`src/rtl/wb_stage.sv`:
```
// Writeback stage: merges ALU results (buffered in a small FIFO) and load returns onto
// the single regfile write port, and forwards pending/in-flight values to operand reads.
module wb_stage #(
    parameter int XLEN       = 32,
    parameter int FIFO_DEPTH = 2
) (
    input  logic            clk,
    input  logic            rst_n,
    input  logic            alu_valid,
    output logic            alu_ready,
    input  logic [4:0]      alu_rd,
    input  logic [XLEN-1:0] alu_data,
    input  logic            lsu_valid,
    output logic            lsu_ready,
    input  logic [4:0]      lsu_rd,
    input  logic [XLEN-1:0] lsu_data,
    output logic            reg_write,
    output logic [4:0]      rd_addr,
    output logic [XLEN-1:0] rd_data,
    input  logic [4:0]      rs1_addr,
    input  logic [4:0]      rs2_addr,
    output logic            rs1_fwd_hit,
    output logic [XLEN-1:0] rs1_fwd_data,
    output logic            rs2_fwd_hit,
    output logic [XLEN-1:0] rs2_fwd_data,
    output logic            fifo_full
);
    localparam int PW = $clog2(FIFO_DEPTH);
    localparam int CW = PW + 1;

    typedef struct packed {
        logic [4:0]      rd;
        logic [XLEN-1:0] data;
    } res_t;

    res_t            mem_q [FIFO_DEPTH];
    res_t            mem_d [FIFO_DEPTH];
    logic [PW-1:0]   rd_ptr_q, rd_ptr_d, wr_ptr_q, wr_ptr_d;
    logic [CW-1:0]   count_q, count_d;
    logic            reg_write_q, reg_write_d;
    logic [4:0]      rd_addr_q, rd_addr_d;
    logic [XLEN-1:0] rd_data_q, rd_data_d;

    logic full, empty, enq, deq, issue_v;
    res_t head, alu_res, lsu_res, issue;

    assign full      = (count_q == CW'(FIFO_DEPTH));
    assign empty     = (count_q == '0);
    assign fifo_full = full;
    assign alu_ready = !full;
    assign lsu_ready = !full;
    assign head      = mem_q[rd_ptr_q];
    assign alu_res   = {alu_rd, alu_data};
    assign lsu_res   = {lsu_rd, lsu_data};

    assign reg_write = reg_write_q;
    assign rd_addr   = rd_addr_q;
    assign rd_data   = rd_data_q;

    // A full FIFO always drains first; otherwise loads win, and an ALU result arriving
    // at an empty FIFO with no load passes straight through without being stored.
    always_comb begin
        enq     = 1'b0;
        deq     = 1'b0;
        issue_v = 1'b0;
        issue   = head;
        if (full) begin
            deq     = 1'b1;
            issue_v = 1'b1;
        end else if (lsu_valid) begin
            issue   = lsu_res;
            issue_v = 1'b1;
            enq     = alu_valid;
        end else if (!empty) begin
            deq     = 1'b1;
            issue_v = 1'b1;
            enq     = alu_valid;
        end else if (alu_valid) begin
            issue   = alu_res;
            issue_v = 1'b1;
        end
    end

    always_comb begin
        mem_d    = mem_q;
        wr_ptr_d = wr_ptr_q;
        rd_ptr_d = rd_ptr_q;
        count_d  = count_q;
        if (enq) begin
            mem_d[wr_ptr_q] = alu_res;
            wr_ptr_d        = wr_ptr_q + 1'b1;
        end
        if (deq) rd_ptr_d = rd_ptr_q + 1'b1;
        if (enq && !deq)      count_d = count_q + 1'b1;
        else if (deq && !enq) count_d = count_q - 1'b1;

        reg_write_d = issue_v && (issue.rd != 5'd0);
        rd_addr_d   = rd_addr_q;
        rd_data_d   = rd_data_q;
        if (reg_write_d) begin
            rd_addr_d = issue.rd;
            rd_data_d = issue.data;
        end
    end

    always_ff @(posedge clk or negedge rst_n) begin
        if (!rst_n) begin
            rd_ptr_q    <= '0;
            wr_ptr_q    <= '0;
            count_q     <= '0;
            reg_write_q <= 1'b0;
            rd_addr_q   <= '0;
            rd_data_q   <= '0;
        end else begin
            rd_ptr_q    <= rd_ptr_d;
            wr_ptr_q    <= wr_ptr_d;
            count_q     <= count_d;
            reg_write_q <= reg_write_d;
            rd_addr_q   <= rd_addr_d;
            rd_data_q   <= rd_data_d;
        end
    end

    // Payload storage needs no reset: validity is tracked by count_q alone.
    always_ff @(posedge clk) begin
        mem_q <= mem_d;
    end

    logic [1:0][4:0]      rs;
    logic [1:0]           hit;
    logic [1:0][XLEN-1:0] fdata;

    assign rs = {rs2_addr, rs1_addr};

    // Later (younger) matches overwrite earlier ones, so the scan order sets priority.
    always_comb begin
        hit   = '0;
        fdata = '0;
        for (int p = 0; p < 2; p++) begin
            if (reg_write_q && rd_addr_q == rs[p]) begin
                hit[p]   = 1'b1;
                fdata[p] = rd_data_q;
            end
            for (int i = 0; i < FIFO_DEPTH; i++) begin
                if (CW'(i) < count_q && mem_q[rd_ptr_q + PW'(i)].rd == rs[p]) begin
                    hit[p]   = 1'b1;
                    fdata[p] = mem_q[rd_ptr_q + PW'(i)].data;
                end
            end
            if (rs[p] == 5'd0) begin
                hit[p]   = 1'b0;
                fdata[p] = '0;
            end
        end
    end

    assign rs1_fwd_hit  = hit[0];
    assign rs1_fwd_data = fdata[0];
    assign rs2_fwd_hit  = hit[1];
    assign rs2_fwd_data = fdata[1];
endmodule

```
`config.mk`:
```
export PLATFORM = sky130hd
export DESIGN_NAME = wb_stage
export DESIGN_NICKNAME = d
export VERILOG_FILES = /design/src/rtl/wb_stage.sv
export SDC_FILE = /design/constraint.sdc
export NUM_CORES = 1
export LEC_CHECK = 0
export BUFFER_PORTS_ARGS = -buffer_cell sky130_fd_sc_hd__buf_2
export CAP_MARGIN = 20
export CORE_ASPECT_RATIO = 1.1
export CORE_MARGIN = 2
export CORE_UTILIZATION = 55
export CTS_CLUSTER_SIZE = 14
export DETAILED_ROUTE_END_ITERATION = 10
export PLACE_DENSITY = 0.84
export REMOVE_ABC_BUFFERS = 1
export SETUP_SLACK_MARGIN = 0.05
export SLEW_MARGIN = 10
export SYNTH_ARGS = -nofsm -noshare
export SYNTH_HDL_FRONTEND = slang
export SYNTH_SLANG_ARGS = --single-unit
```
`constraint.sdc`:
```
create_clock -name clk -period 4.2 [get_ports clk]
set_input_delay 0.42 -clock clk [delete_from_list [all_inputs] [get_ports clk]]
set_output_delay 0.42 -clock clk [all_outputs]
set_load 0.01 [all_outputs]
```
==> out/qor.yml, run 1 <==
grt:
  grt_use_total: 0.311
  grt_pass1_wl_um: 38800
  grt_max_degree: 56
  grt_overflow: 0
  antenna_found_initial: 2
  grt_pass1_vias: 7168
final_layout:
  drive_gt1_frac: 0.446
  fin_nets: 1040
  fin_area_sq_mm: 0.0101
  syn2layout_area_growth_pct: 19.9
routing:
  viasPerCell: 6.23
  drtAntennaViolNets: 0
  drc: 0
  vias: 7217
  wl_per_cell_um: 21.2
  drtIter0Drc: 702
  wl_um: 24600
  dr.pass1.iters: 5
flow_run:
  maxCapViolations: 0
timing:
  max_freq_ghz: 0.255
  finalCritPeriodShare: 0.932
  report.final.slew_viol_count: 0
  worst_slew_pin_slew_ps: 943
  rsz0062_at_grt: "false"
  fin_crit_ps: 3910
  finalHoldViolCount: 0
  whs_ps: 121
  setup_violations: 0
  max-slew-margin-rel: 0.370
  fin_worst_skew_ps: 7.49
power:
  power_density_mw_per_mm2: 655
  ir_drop_uv: 355
  power.leakage_nw: 4.38
synth:
  netlist.area_leader.share: 0.265
  synth.top_cells.by_area: "edfxtp_1 (26%), dfrtp_1 (13%), mux2_4 (11%)"
  yosysWarnings: 0
  synth_ff_type: "edfxtp_1"
  ys_seq_elements: 116
  yosysTopAreaCell: "edfxtp_1"
  postSynthAreaPerCell_sq_um: 10.8
  synth.distinct_cells: 42
  netlist_area_sq_mm: 0.00839
  synth_async_sr_flop_share: 0.362
  synthCells: 775
  synth-edff-count: 74
  ys_seq_area_frac: 0.390
setup_path:
  cp_max_fo: 26
  worst_ep_arrival_time_ps: 3490
  required_ps: 3780
  end_kind: "primary output"
  crit_type: "flip-flop to primary output"
  start_kind: "flip-flop"
outcome:
  outcome: "finished clean"
clock_network:
  max-clock-path-buffers: 2
  cts-buffers-inserted: 17
  worstSkewPairLatency_ps: 420
  cts_setup_buffers: 0
  clockRootBuffer: "clkbuf_16"
  clock_sink_count: 116
  hold_buffers: 0
  htree_num_levels: 4
  tritoncts: "done"
  cts.clk_slew.worst_paths_ps: 50
placed_design:
  dp.final_hpwl_um: 16300
  placed_area_sq_mm: 0.00950
  gp_congestion: 0.887
  io_buffer_count: 194
die:
  io_pins: 195
  rows: 47
  die_area_sq_mm: 0.0163
  start_util: 0.559
  die_h_um: 134
  core_area_sq_mm: 0.0150
  die_w_um: 122
hold_path:
  min_path_type: "primary input to async pin"
==> final timing paths <==
check / from / to / slack (ps) / cells after the start
worst min-delay path: rst_n / rd_addr[0] / 120 / 2
worst max register to register: count_q[0] / rd_data[0] / 910 / 9
worst min register to register: count_q[1] / count_q[1] / 550 / 2
max in group asynchronous: rst_n / rd_ptr_q / 3570 / 2
min in group clk: alu_data[18] / mem_q[55] / 200 / 1
worst max-delay path: rd_ptr_q / rs1_fwd_data[24] / 290 / 8
==> critical path: stages, from the launching register on <==
cell and delay [ps]:
dfrtp_4 690, mux2i_2 370, xnor2_1 140, nor4_2 350, nand2_2 390, buf_12 310
mux2_1 330, a211oi_2 290, buf_2 180
==> layer usage <==
| metal | global-route usage | share of wire |
|---|---|---|
| met5 | 0 | 0 |
| met4 | 0.127 | 0.031 |
| met3 | 0.0634 | 0.077 |
| met2 | 0.524 | 0.49 |
| met1 | 0.388 | 0.40 |
==> layout by cell type, fill, tap and decap left out, types with 3 or more instances in the layout <==
cell,count
clkbuf_16,17
o221a_2,3
mux2_4,63
a21oi_1,4
mux2i_1,38
nor4_1,3
xor2_1,15
clkbuf_1,7
o22ai_1,4
mux2_2,46
inv_1,8
a211oi_1,7
buf_4,23
clkinv_2,4
nor2_1,96
a221oi_1,31
buf_2,194
edfxtp_1,74
xnor2_1,19
a211oi_2,56
a22o_1,3
o21ai_0,41
nand2_1,101
ha_1,3
mux2_1,19
nor2_4,3
dfrtp_1,41
mux2i_2,3
==> where the power goes <==
part	total (mW)	switching (mW)	internal [mW]	leakage, nW
Combinational	3.25	1.74	1.51	2.96
Clock	1.34	0.497	0.839	0.262
Sequential	2.00	0.366	1.63	1.16
==> metrics by stage <==
stage,std cells,utilization,setup slack [ps],TNS [ps],total power [mW]
2_1_floorplan,711,-,-1750,-123750,4.20
3_3_place_gp,1125,0.634,584,0,5.10
3_5_place_dp,1125,0.634,502,0,5.21
4_1_cts,1157,0.670,204,0,6.56
5_1_grt,1158,0.670,111,0,6.95
6_report,1159,0.671,286,0,6.59
==> final cells by class <==
cell class | instances | area, sq um
clock inverter | 6 | 57.6
fill | 1164 | 4940
inverter | 10 | 37.5
multi-input combinational | 585 | 4790
tap | 196 | 245
antenna | 2 | 5.00
clock buffer | 26 | 479
timing repair buffer | 218 | 1160
sequential | 116 | 3280
==> registers in the layout, summed over array words and instances, names as in the netlist <==
register   count
rd_addr        5
reg_write      1
rd_ptr_q       1
wr_ptr_q       1
mem_q         74
count_q        2
rd_data       32
==> kinds of logic after synthesis <==
logic type               after synthesis  share of synthesized area
AND/OR/NAND/NOR                      223                      0.107
XOR/XNOR                              34                     0.0355
AO/OA/AOI/OAI                        155                      0.165
adder cells (fa/ha/maj)                4                    0.00597
flip-flops                           116                      0.390
buffers and inverters                 74                     0.0464
multiplexers                         169                      0.250
==> synth_stat cells, types with 2 or more instances <==
library cell and instances:
nand2_1 102, nor2_1 99, edfxtp_1 74, mux2_4 63, a211oi_2 56, mux2_2 46, dfrtp_1 42, o21ai_0 41
clkbuf_1 38, mux2i_1 38, a221oi_1 31, mux2_1 19, xnor2_1 19, xor2_1 15, buf_6 13, buf_2 8
inv_1 8, a211oi_1 7, a21oi_1 4, buf_1 4, ha_1 4, nand3_1 4, nor4_1 4, o22ai_1 4
a22o_1 3, and2_1 3, mux2i_2 3, o221a_2 3, or3_1 3, a31oi_1 2, and3_1 2, nand4_1 2
or4_1 2
==> what timing repair did <==
| action | CTS | global route |
|---|---|---|
| endpoints found under the setup margin | 1 | 18 |
| gates resized for setup | 1 | 1 |
| gates cloned | 0 | 0 |
(Power assumes the default switching activity.)
==> run 2: changes to the inputs <==
--- a/config.mk
+++ b/config.mk
@@ -9,10 +9,10 @@
 export CAP_MARGIN = 20
 export CORE_ASPECT_RATIO = 1.1
 export CORE_MARGIN = 2
-export CORE_UTILIZATION = 55
+export CORE_UTILIZATION = 37
 export CTS_CLUSTER_SIZE = 14
 export DETAILED_ROUTE_END_ITERATION = 10
-export PLACE_DENSITY = 0.84
+export PLACE_DENSITY = 0.61
 export REMOVE_ABC_BUFFERS = 1
 export SETUP_SLACK_MARGIN = 0.05
 export SLEW_MARGIN = 10
==> run 2 against run 1 <==
  * Via count is 4.5% lower
  * Routed wire length is 6.4% higher
  * Clock-buffer cell count is 1 higher
  * Clock skew hardly changed
  * Combinational power is 1% higher
  * Critical endpoint is now rs1_fwd_data[0]
  * Flip-flop and latch count stayed put
==> out/qor.yml, run 2 (synthesized netlist as in run 1, its figures left out) <==
grt:
  grt_use_total: 0.216
  met1_usage: 0.290
  antenna_found_initial: 0
  grt_pass1_wl_um: 39600
  grt_overflow: 0
  grt-busiest-layer: "met2"
  grt_max_degree: 66
  met3_usage: 0.0419
  grt_pass1_vias: 6667
  grt_util_met2: 0.356
timing:
  fin_worst_skew_ps: 7.17
  report.final.slew_viol_count: 0
  rsz0062_at_grt: "false"
  max-slew-margin-rel: 0.399
  final.setup.tns_ps: 0
  finalCritPeriodShare: 0.917
  worst_slew_pin_slew_ps: 901
  whs_ps: 123
  setup_violations: 0
  fin_crit_ps: 3850
  max_freq_ghz: 0.260
  finalHoldViolCount: 0
setup_path:
  cp_slowest_cell: "nor4_1"
  end_kind: "primary output"
  required_ps: 3780
  crit_type: "flip-flop to primary output"
  path_common_cell: "buf_4"
  worst_ep_arrival_time_ps: 3430
  cp_max_fo: 35
  cpLargestDelayFamily: "buffers and inverters"
  cp_slowest_stage_delay_ps: 640
  start_kind: "flip-flop"
  path_cells: "buf_4, mux2i_1, xnor2_1, nor4_1, nand3_4, buf_4, a211oi_1, buf_2"
  path_buf_inv: 3
power:
  ir_drop_uv: 326
  power_mw: 6.61
  combPwrFrac: 0.497
  power_density_mw_per_mm2: 652
  p_int_mw: 3.98
  p_sw_mw: 2.64
  seqPwrFrac: 0.298
  clock_power_share: 0.204
  power.leakage_nw: 4.36
  sw_frac_of_total: 0.399
final_layout:
  final_util: 0.457
  layout_common_cells: "buf_2 (194), nand2_1 (100), nor2_1 (96)"
  drive_gt1_frac: 0.449
  largest_reg_flops: 74
  fin_nets: 1037
  layout_commonest_cell: "buf_2"
  largest_register: "mem_q"
  antenna_cells: 0
  syn2layout_area_growth_pct: 20.9
routing:
  drtIter0Drc: 454
  drtAntennaViolNets: 0
  wl_um: 26200
  drc: 0
  viasPerCell: 5.50
  wl_per_cell_um: 20.9
  vias: 6891
  dr.pass1.iters: 6
clock_network:
  post_cts_resize_count: 0
  hold_buffers: 0
  worstSkewPairLatency_ps: 420
  clock_sink_count: 116
  tritoncts: "done"
  htree_num_levels: 4
  cts_setup_buffers: 0
  cts-buffers-inserted: 17
  cts.clk_slew.worst_paths_ps: 60
  max-clock-path-buffers: 2
  clockRootBuffer: "clkbuf_16"
outcome:
  outcome: "finished clean"
die:
  die_w_um: 148
  die_h_um: 162
  start_util: 0.378
  rows: 57
  die_area_sq_mm: 0.0239
  core_area_sq_mm: 0.0222
  io_pins: 195
hold_path:
  min_path_type: "primary input to async pin"
placed_design:
  gp_congestion: 0.855
  dp.final_hpwl_um: 17400
  io_buffer_count: 194
flow_run:
  maxCapViolations: 0
-- run 2: changes by cell type in the layout (fill, tap and decap cells not counted), moves of 2 or more --
cell      delta
clkbuf_8     +4
buf_4        -2
and3_1       -2
and3_2       +2
diode_2      -2
clkbuf_1     -3
-- run 2: final timing paths --
check                           cells after the start               to        start  slack, ps
worst max-delay path                                8  rs1_fwd_data[0]     rd_ptr_q        350
worst min-delay path                                2       rd_data[0]        rst_n        120
worst max register to register                      9      rd_data[15]   count_q[0]        730
worst min register to register                      1         wr_ptr_q     wr_ptr_q        550
max in group asynchronous                           2         rd_ptr_q        rst_n       3580
min in group clk                                    1        mem_q[41]  alu_data[4]        200
-- run 2: worst register-to-register path: cells and delay by family, from the launching register on --
kind / cells / cell delay, ps
fa+ha+maj: 1 / 200
simple gates: 2 / 780
buf+inv: 3 / 600
compound gates: 2 / 1020
flops: 1 / 440
mux: 1 / 300
-- run 2: final cells by class --
type	instances	area, sq um
sequential	116	3280
timing repair buffer	215	1130
multi-input combinational	585	4780
clock buffer	27	523
inverter	10	37.5
fill	2115	12000
tap	295	369
clock inverter	4	22.5
-- run 2: metrics by stage --
step           cell area (sq um)  cells  setup WS, ps
6_report                   10100   1252           347
3_5_place_dp                9600   1221           738
5_1_grt                    10100   1252           221
2_1_floorplan               8030    711         -1750
3_3_place_gp                9600   1221           795
4_1_cts                    10100   1252           304
-- run 2: power groups by stage --
stage / Sequential, mW / Combinational (mW) / Clock (mW)
2_1_floorplan: 2.09 / 2.12 / 0
3_3_place_gp: 1.98 / 3.24 / 0
3_5_place_dp: 1.98 / 3.29 / 0
4_1_cts: 1.97 / 3.30 / 1.37
5_1_grt: 2.02 / 3.55 / 1.42
6_report: 1.97 / 3.29 / 1.35
-- run 2: layer usage --
| metal | up-vias | part of all wire |
|---|---|---|
| met3 | 37 | 0.059 |
| met2 | 263 | 0.47 |
| met5 | - | 0 |
| met4 | 0 | 0.019 |
| li1 | 3188 | - |
| met1 | 3403 | 0.45 |
